<file path="src/rtl/bp_fe_queue_rollback_if.sv">
// FE->BE fetch queue handshake bundle: enqueue side, speculative read side and
// the commit/rollback/clear controls driven by the backend checker.
interface bp_fe_queue_rollback_if #(
  parameter int unsigned width_p = 128
) ();
  logic [width_p-1:0] fe_queue_i;
  logic               fe_queue_v_i;
  logic               fe_queue_ready_o;
  logic [width_p-1:0] fe_queue_o;
  logic               fe_queue_v_o;
  logic               fe_queue_yumi_i;
  logic               fe_queue_deq_i;
  logic               fe_queue_roll_i;
  logic               clr_i;

  modport slave (
    input  fe_queue_i, fe_queue_v_i, fe_queue_yumi_i, fe_queue_deq_i, fe_queue_roll_i, clr_i,
    output fe_queue_ready_o, fe_queue_o, fe_queue_v_o
  );

  modport master (
    output fe_queue_i, fe_queue_v_i, fe_queue_yumi_i, fe_queue_deq_i, fe_queue_roll_i, clr_i,
    input  fe_queue_ready_o, fe_queue_o, fe_queue_v_o
  );
endinterface

</file>
<file path="src/rtl/bp_fe_queue_rollback.sv">
// Fetch queue with speculative read pointer: entries are read with yumi, freed with deq,
// and re-presented from the commit point on roll. clr flushes all pointers.
module bp_fe_queue_rollback #(
  parameter int unsigned els_p   = 8,
  parameter int unsigned width_p = 128
) (
  input logic                      clk_i,
  input logic                      reset_n_i,
  bp_fe_queue_rollback_if.slave    fe_if
);
  localparam int unsigned ptr_width_lp = $clog2(els_p) + 1;
  localparam int unsigned IdxW         = ptr_width_lp - 1;

  typedef logic [ptr_width_lp-1:0] ptr_t;

  logic [width_p-1:0] mem_q [els_p];
  ptr_t wptr_q, wptr_d;
  ptr_t rptr_q, rptr_d;
  ptr_t cptr_q, cptr_d;

  logic empty, full, enq, deq_ok;

  assign empty = (rptr_q == wptr_q);
  // Full is measured against the commit pointer: read-but-uncommitted entries stay owned.
  assign full  = (wptr_q[IdxW-1:0] == cptr_q[IdxW-1:0]) && (wptr_q[IdxW] != cptr_q[IdxW]);

  assign fe_if.fe_queue_ready_o = reset_n_i & ~full;
  assign fe_if.fe_queue_v_o     = reset_n_i & ~empty;
  assign fe_if.fe_queue_o       = mem_q[rptr_q[IdxW-1:0]];

  assign enq    = fe_if.fe_queue_v_i & fe_if.fe_queue_ready_o & ~fe_if.clr_i;
  assign deq_ok = fe_if.fe_queue_deq_i & (cptr_q != rptr_q) & ~fe_if.clr_i;

  always_comb begin
    wptr_d = wptr_q;
    rptr_d = rptr_q;
    cptr_d = cptr_q;
    if (fe_if.clr_i) begin
      wptr_d = '0;
      rptr_d = '0;
      cptr_d = '0;
    end else begin
      if (enq)    wptr_d = wptr_q + ptr_t'(1);
      if (deq_ok) cptr_d = cptr_q + ptr_t'(1);
      // Roll lands on the post-deq commit point and overrides any same-cycle yumi.
      if (fe_if.fe_queue_roll_i)     rptr_d = cptr_d;
      else if (fe_if.fe_queue_yumi_i) rptr_d = rptr_q + ptr_t'(1);
    end
  end

  always_ff @(posedge clk_i or negedge reset_n_i) begin
    if (!reset_n_i) begin
      wptr_q <= '0;
      rptr_q <= '0;
      cptr_q <= '0;
    end else begin
      wptr_q <= wptr_d;
      rptr_q <= rptr_d;
      cptr_q <= cptr_d;
    end
  end

  always_ff @(posedge clk_i) begin
    if (enq) mem_q[wptr_q[IdxW-1:0]] <= fe_if.fe_queue_i;
  end

  a_yumi_valid: assert property (@(posedge clk_i) disable iff (!reset_n_i)
    fe_if.fe_queue_yumi_i |-> fe_if.fe_queue_v_o);
  a_enq_ready: assert property (@(posedge clk_i) disable iff (!reset_n_i)
    fe_if.fe_queue_v_i |-> fe_if.fe_queue_ready_o);
  a_deq_read: assert property (@(posedge clk_i) disable iff (!reset_n_i)
    (fe_if.fe_queue_deq_i & ~fe_if.clr_i) |-> (cptr_q != rptr_q));
endmodule
</file>
<file path="src/flat_wrapper.sv">
// flat-port wrapper written by rule: the top's interface ports become plain ports
module bp_fe_queue_rollback_flat 
#(
  parameter int unsigned els_p   = 8,
  parameter int unsigned width_p = 128
)
  (clk_i, reset_n_i, fe_if_fe_queue_i, fe_if_fe_queue_v_i, fe_if_fe_queue_yumi_i, fe_if_fe_queue_deq_i, fe_if_fe_queue_roll_i, fe_if_clr_i, fe_if_fe_queue_ready_o, fe_if_fe_queue_o, fe_if_fe_queue_v_o);
  bp_fe_queue_rollback_if #(.width_p(width_p)) fe_if_i ();
  input logic clk_i;
  input logic reset_n_i;
  input wire logic [$bits(fe_if_i.fe_queue_i)-1:0] fe_if_fe_queue_i;
  input wire logic [$bits(fe_if_i.fe_queue_v_i)-1:0] fe_if_fe_queue_v_i;
  input wire logic [$bits(fe_if_i.fe_queue_yumi_i)-1:0] fe_if_fe_queue_yumi_i;
  input wire logic [$bits(fe_if_i.fe_queue_deq_i)-1:0] fe_if_fe_queue_deq_i;
  input wire logic [$bits(fe_if_i.fe_queue_roll_i)-1:0] fe_if_fe_queue_roll_i;
  input wire logic [$bits(fe_if_i.clr_i)-1:0] fe_if_clr_i;
  output wire logic [$bits(fe_if_i.fe_queue_ready_o)-1:0] fe_if_fe_queue_ready_o;
  output wire logic [$bits(fe_if_i.fe_queue_o)-1:0] fe_if_fe_queue_o;
  output wire logic [$bits(fe_if_i.fe_queue_v_o)-1:0] fe_if_fe_queue_v_o;
  assign fe_if_i.fe_queue_i = fe_if_fe_queue_i;
  assign fe_if_i.fe_queue_v_i = fe_if_fe_queue_v_i;
  assign fe_if_i.fe_queue_yumi_i = fe_if_fe_queue_yumi_i;
  assign fe_if_i.fe_queue_deq_i = fe_if_fe_queue_deq_i;
  assign fe_if_i.fe_queue_roll_i = fe_if_fe_queue_roll_i;
  assign fe_if_i.clr_i = fe_if_clr_i;
  assign fe_if_fe_queue_ready_o = fe_if_i.fe_queue_ready_o;
  assign fe_if_fe_queue_o = fe_if_i.fe_queue_o;
  assign fe_if_fe_queue_v_o = fe_if_i.fe_queue_v_o;
  bp_fe_queue_rollback #(.els_p(els_p), .width_p(width_p)) u_core (.clk_i(clk_i), .reset_n_i(reset_n_i), .fe_if(fe_if_i));
endmodule
</file>
<file path="config.mk">
export PLATFORM = sky130hd
export DESIGN_NAME = bp_fe_queue_rollback_flat
export DESIGN_NICKNAME = d
export VERILOG_FILES = /design/src/rtl/bp_fe_queue_rollback_if.sv /design/src/rtl/bp_fe_queue_rollback.sv /design/src/flat_wrapper.sv
export SDC_FILE = /design/constraint.sdc
export NUM_CORES = 1
export LEC_CHECK = 0
export ABC_AREA = 1
export CAP_MARGIN = 0
export CORE_UTILIZATION = 40
export DETAILED_ROUTE_END_ITERATION = 16
export GPL_ROUTABILITY_DRIVEN = 0
export GPL_TIMING_DRIVEN = 0
export HOLD_SLACK_MARGIN = 0.15
export SYNTH_ARGS = -nofsm -noshare
export SYNTH_HDL_FRONTEND = slang
export SYNTH_SLANG_ARGS = --single-unit
</file>
<file path="constraint.sdc">
create_clock -name clk_i -period 13.6 [get_ports clk_i]
set_clock_uncertainty 0.2 [all_clocks]
set_input_delay 2.72 -clock clk_i [delete_from_list [all_inputs] [get_ports clk_i]]
set_output_delay 2.72 -clock clk_i [all_outputs]
set_load 0.02 [all_outputs]
</file>
==> flow_results.org <==
** Run status
- Outcome :: completed

** Floorplanning
- Chip Width :: 318 um
- For this configuration, the core starts out at a cell density of 40.5%.
- The floorplan step defined a core boundary enclosing 98,900 um^2.
- Die area :: 101,000 um^2
- In this run the core area contains 115 standard-cell rows.
- The die is 318 um tall.
- In this run the count of I/O pins placed on the die edge is 265.

** Setup path
- Crit path buffers/inverters :: 2
- Critical path startpoint category :: input port
- For this design, the slowest cell found on the critical path is clkdlybuf4s50_1.
- Setup slack of the worst register-to-register path :: 10.15 ns
- Most used cell along the critical path :: clkdlybuf4s50_1
- Critical path data required time :: 10.68 ns
- The worst register-to-register path begins at u_core.wptr_q[1].
- Largest incremental delay on the critical path :: 0.96 ns
- Sort of element at the end of the critical path :: primary output
- Category of cells accounting for the largest share of critical-path delay :: buffers and inverters
- Largest driver fanout on the critical path :: 15
- The critical path goes through clkdlybuf4s50_1 > o21a_1 > clkdlybuf4s50_1.
- For the worst flop-to-flop path, the logic depth is 11.
- Start point of the critical path :: reset_n_i
- Signal arrival time at the worst endpoint :: 4.56 ns
- In this run the critical register-to-register path is captured at u_core.mem_q[7][97].
- The critical path is of the input port to primary output type.

** Timing
- Total negative slack :: 0 ns
- Setup violations remaining at the end of the flow were counted as 0.
- Final setup margin :: 6.12 ns
- Share of the cycle needed by the critical path after routing :: 55.0%
- Headroom to the max-slew limit came out at 3.08%.
- Setup repair after global routing left no endpoint under its margin.
- Final Slew Violations :: 0
- On the final layout, the worst hold slack is 0.426 ns.
- For the pin with the worst max-slew slack, the measured transition is 1.45 ns.
- Hold Fails Final Rpt :: 0
- Minimum period implied by the final worst setup slack :: 7.48 ns
- Timing would allow up to 134 MHz.

** Power
- Cell area power density :: 162 nW/um^2
- Clock Power Share :: 36.1%
- The worst-case IR drop observed on VDD is 0.108 mV.
- Of the total power, the share spent switching nets is 27.6%.
- Share of total power in sequential cells :: 45.0%
- P_leak :: 16.3 nW
- Switch Pwr :: 2.17 mW
- Overall Power :: 7.87 mW
- Internal power comes to 5.70 mW.
- Comb power frac :: 18.9%

** Route
- Total DRC errors in the routed layout :: 0
- In the routed layout, each cell is associated on average with a via count of 5.42.
- Starting DRC count in detailed routing :: 2,695
- The first detailed-routing pass ran for 5 iterations.
- Wire per inst :: 23.7 um
- Antenna violation net count after detailed routing :: 0
- Detailed-route via count :: 26,183
- After detailed routing, the total wire length is 115,000 um.

** Finish
- For this run, the share of the core covered by cells in the final layout is 49.3%.
- Non-filler cells, final :: 4,827
- Non-Filler Cell Area, Final :: 48,700 um^2
- Cells with a size suffix above 1 make up 7.59% of the layout.
- For this run, the post-layout net count is 3,587.
- Synth-to-Final Area Change :: 21.6%

** Min path
- Counting instances, the worst hold path has a depth of 2.
- The min-delay analysis places its worst path in the category flop to flop.
- Startpoint of the worst hold path :: u_core.wptr_q[3]
- Hold worst-path end :: u_core.wptr_q[3]

** Global route
- First-pass GRT wire length :: 166,000 um
- Largest net degree at the start of global routing :: 30
- Antenna violations before repair :: 20
- Number of global-route vias before repair :: 25,157
- Global routing used 22.3% of the available tracks across all layers.
- Global routing finished with a remaining overflow of 0.

** Synthesis
- After synthesis, the share of flip-flops with an asynchronous set or reset is 1.16%.
- Of the synthesized area, sequential elements account for 77.5%.
- For this run, the number of Yosys warnings is 0.
- Nets in the synthesized netlist :: 3,164
- Ys flop type :: edfxtp_1
- Number of register bits inferred by synthesis :: 1,036
- Synth cell types :: 25
- Cell count after synthesis :: 3,026
- Synth Area per Inst :: 13.2 um^2
- Number of synthesized flops with an enable pin :: 1,024
- Summing every instance area after synthesis gives 40,100 um^2.

** Clock network
- TritonCTS built the clock tree.
- Worst-skew pair later-pin latency :: 0.67 ns
- No sink is reached through more buffers than the 3 on the longest clock path.
- Clock-pin slew was measured on the worst setup and hold paths at 0.07 ns.
- Resized cells post-CTS :: 0
- The tree built by TritonCTS fans out to 1,036 sinks.
- Buffers inserted to repair hold after CTS numbered 0.
- Master cell of the clock root buffer :: clkbuf_16
- TritonCTS created 105 clock buffers.
- H-Tree Level Count :: 3
- Setup bufs post-CTS :: 0

** Flow run
- The tool flagged a number of max-cap violations equal to 0.

** Placed design
- Number of instances in the placed design :: 4,629
- During placement, the flow inserted port buffers numbering 263.
- After detailed placement, the total cell area comes to 45,300 um^2.
- DP HPWL :: 73,200 um
- Post-Place Worst Slack :: 6.07 ns
Yosys cell counts, types with 3 or more instances:
cell,n,area [um^2]
clkbuf_1,117,439
nand2_1,432,1620
xnor2_1,8,70.1
o21ai_1,116,581
o21ai_0,400,2000
dfrtp_1,12,300
buf_1,18,67.6
ha_1,3,37.5
inv_1,14,52.6
nand3_1,9,45.0
nand4_1,5,31.3
o22ai_1,256,1600
edfxtp_1,1024,30700
buf_4,11,82.6
nor2_1,529,1990
a21oi_1,3,15.0
buf_2,56,280
xor2_1,3,26.3
layout make-up:
| type | count | area, um^2 |
|---|---|---|
| Fill cell | 8450 | 50100 |
| Clock inverter | 64 | 573 |
| Buffer | 203 | 881 |
| Antenna cell | 10 | 25.0 |
| Clock buffer | 124 | 2810 |
| Sequential cell | 1036 | 31000 |
| Multi-Input combinational cell | 1771 | 8120 |
| Timing Repair Buffer | 316 | 3580 |
| Tap cell | 1287 | 1610 |
| Inverter | 16 | 60.1 |
power groups by stage:
stage / clock (mW) / combinational (mW) / sequential [mW]
after floorplan: 0 / 0.769 / 3.61
after global placement: 0 / 1.47 / 3.62
after detailed placement: 0 / 1.48 / 3.61
after CTS: 2.88 / 1.49 / 3.54
after global routing: 3.01 / 1.60 / 3.54
final: 2.84 / 1.48 / 3.54
routing by layer:
| layer | global-route usage [%] | routed length [um] |
|---|---|---|
| met5 | 0 | 106 |
| met4 | 7.11 | 2900 |
| met3 | 4.67 | 9160 |
| met2 | 35.3 | 53800 |
| met1 | 30.7 | 48700 |
tightest hold or removal path: stages (launching register included):
cell and delay, ns:
dfrtp_1 0.43, nand3_1 0.10, nand2_1 0.06
worst max-delay path by stage:
stage / to / cells past startpoint
after floorplan: u_core.mem_q[7][0] / 2
after global placement: u_core.mem_q[7][96] / 3
after detailed placement: fe_if_fe_queue_v_o / 3
after CTS: fe_if_fe_queue_v_o / 3
after global routing: fe_if_fe_queue_v_o / 3
final: fe_if_fe_queue_v_o / 3
sequential cells by signal, summed over array words and instances, names as in the netlist:
name,cells
u_core.cptr_q,4
u_core.mem_q,1024
u_core.rptr_q,4
u_core.wptr_q,4
layout by cell type, fill, tap and decap left out, types with 15 or more instances in the layout:
master / instances
o22ai_1: 256
clkbuf_16: 110
nor2_1: 522
nand2_1: 432
buf_12: 32
buf_6: 15
clkbuf_1: 131
buf_2: 56
edfxtp_1: 1024
buf_1: 18
o21ai_1: 116
clkdlybuf4s50_1: 263
o21ai_0: 400
clkinv_1: 37
cell families after synthesis:
kind of cell | count (synthesis) | synth area share, %
xor gates and xnor gates | 11 | 0.241
DFF | 1036 | 77.5
AOI/OAI and AO/OA | 778 | 10.5
buffers and inverters | 219 | 2.35
and+or+nand+nor | 979 | 9.26
adders and majority gates | 3 | 0.0937
Power figures use the tool's default switching activity.
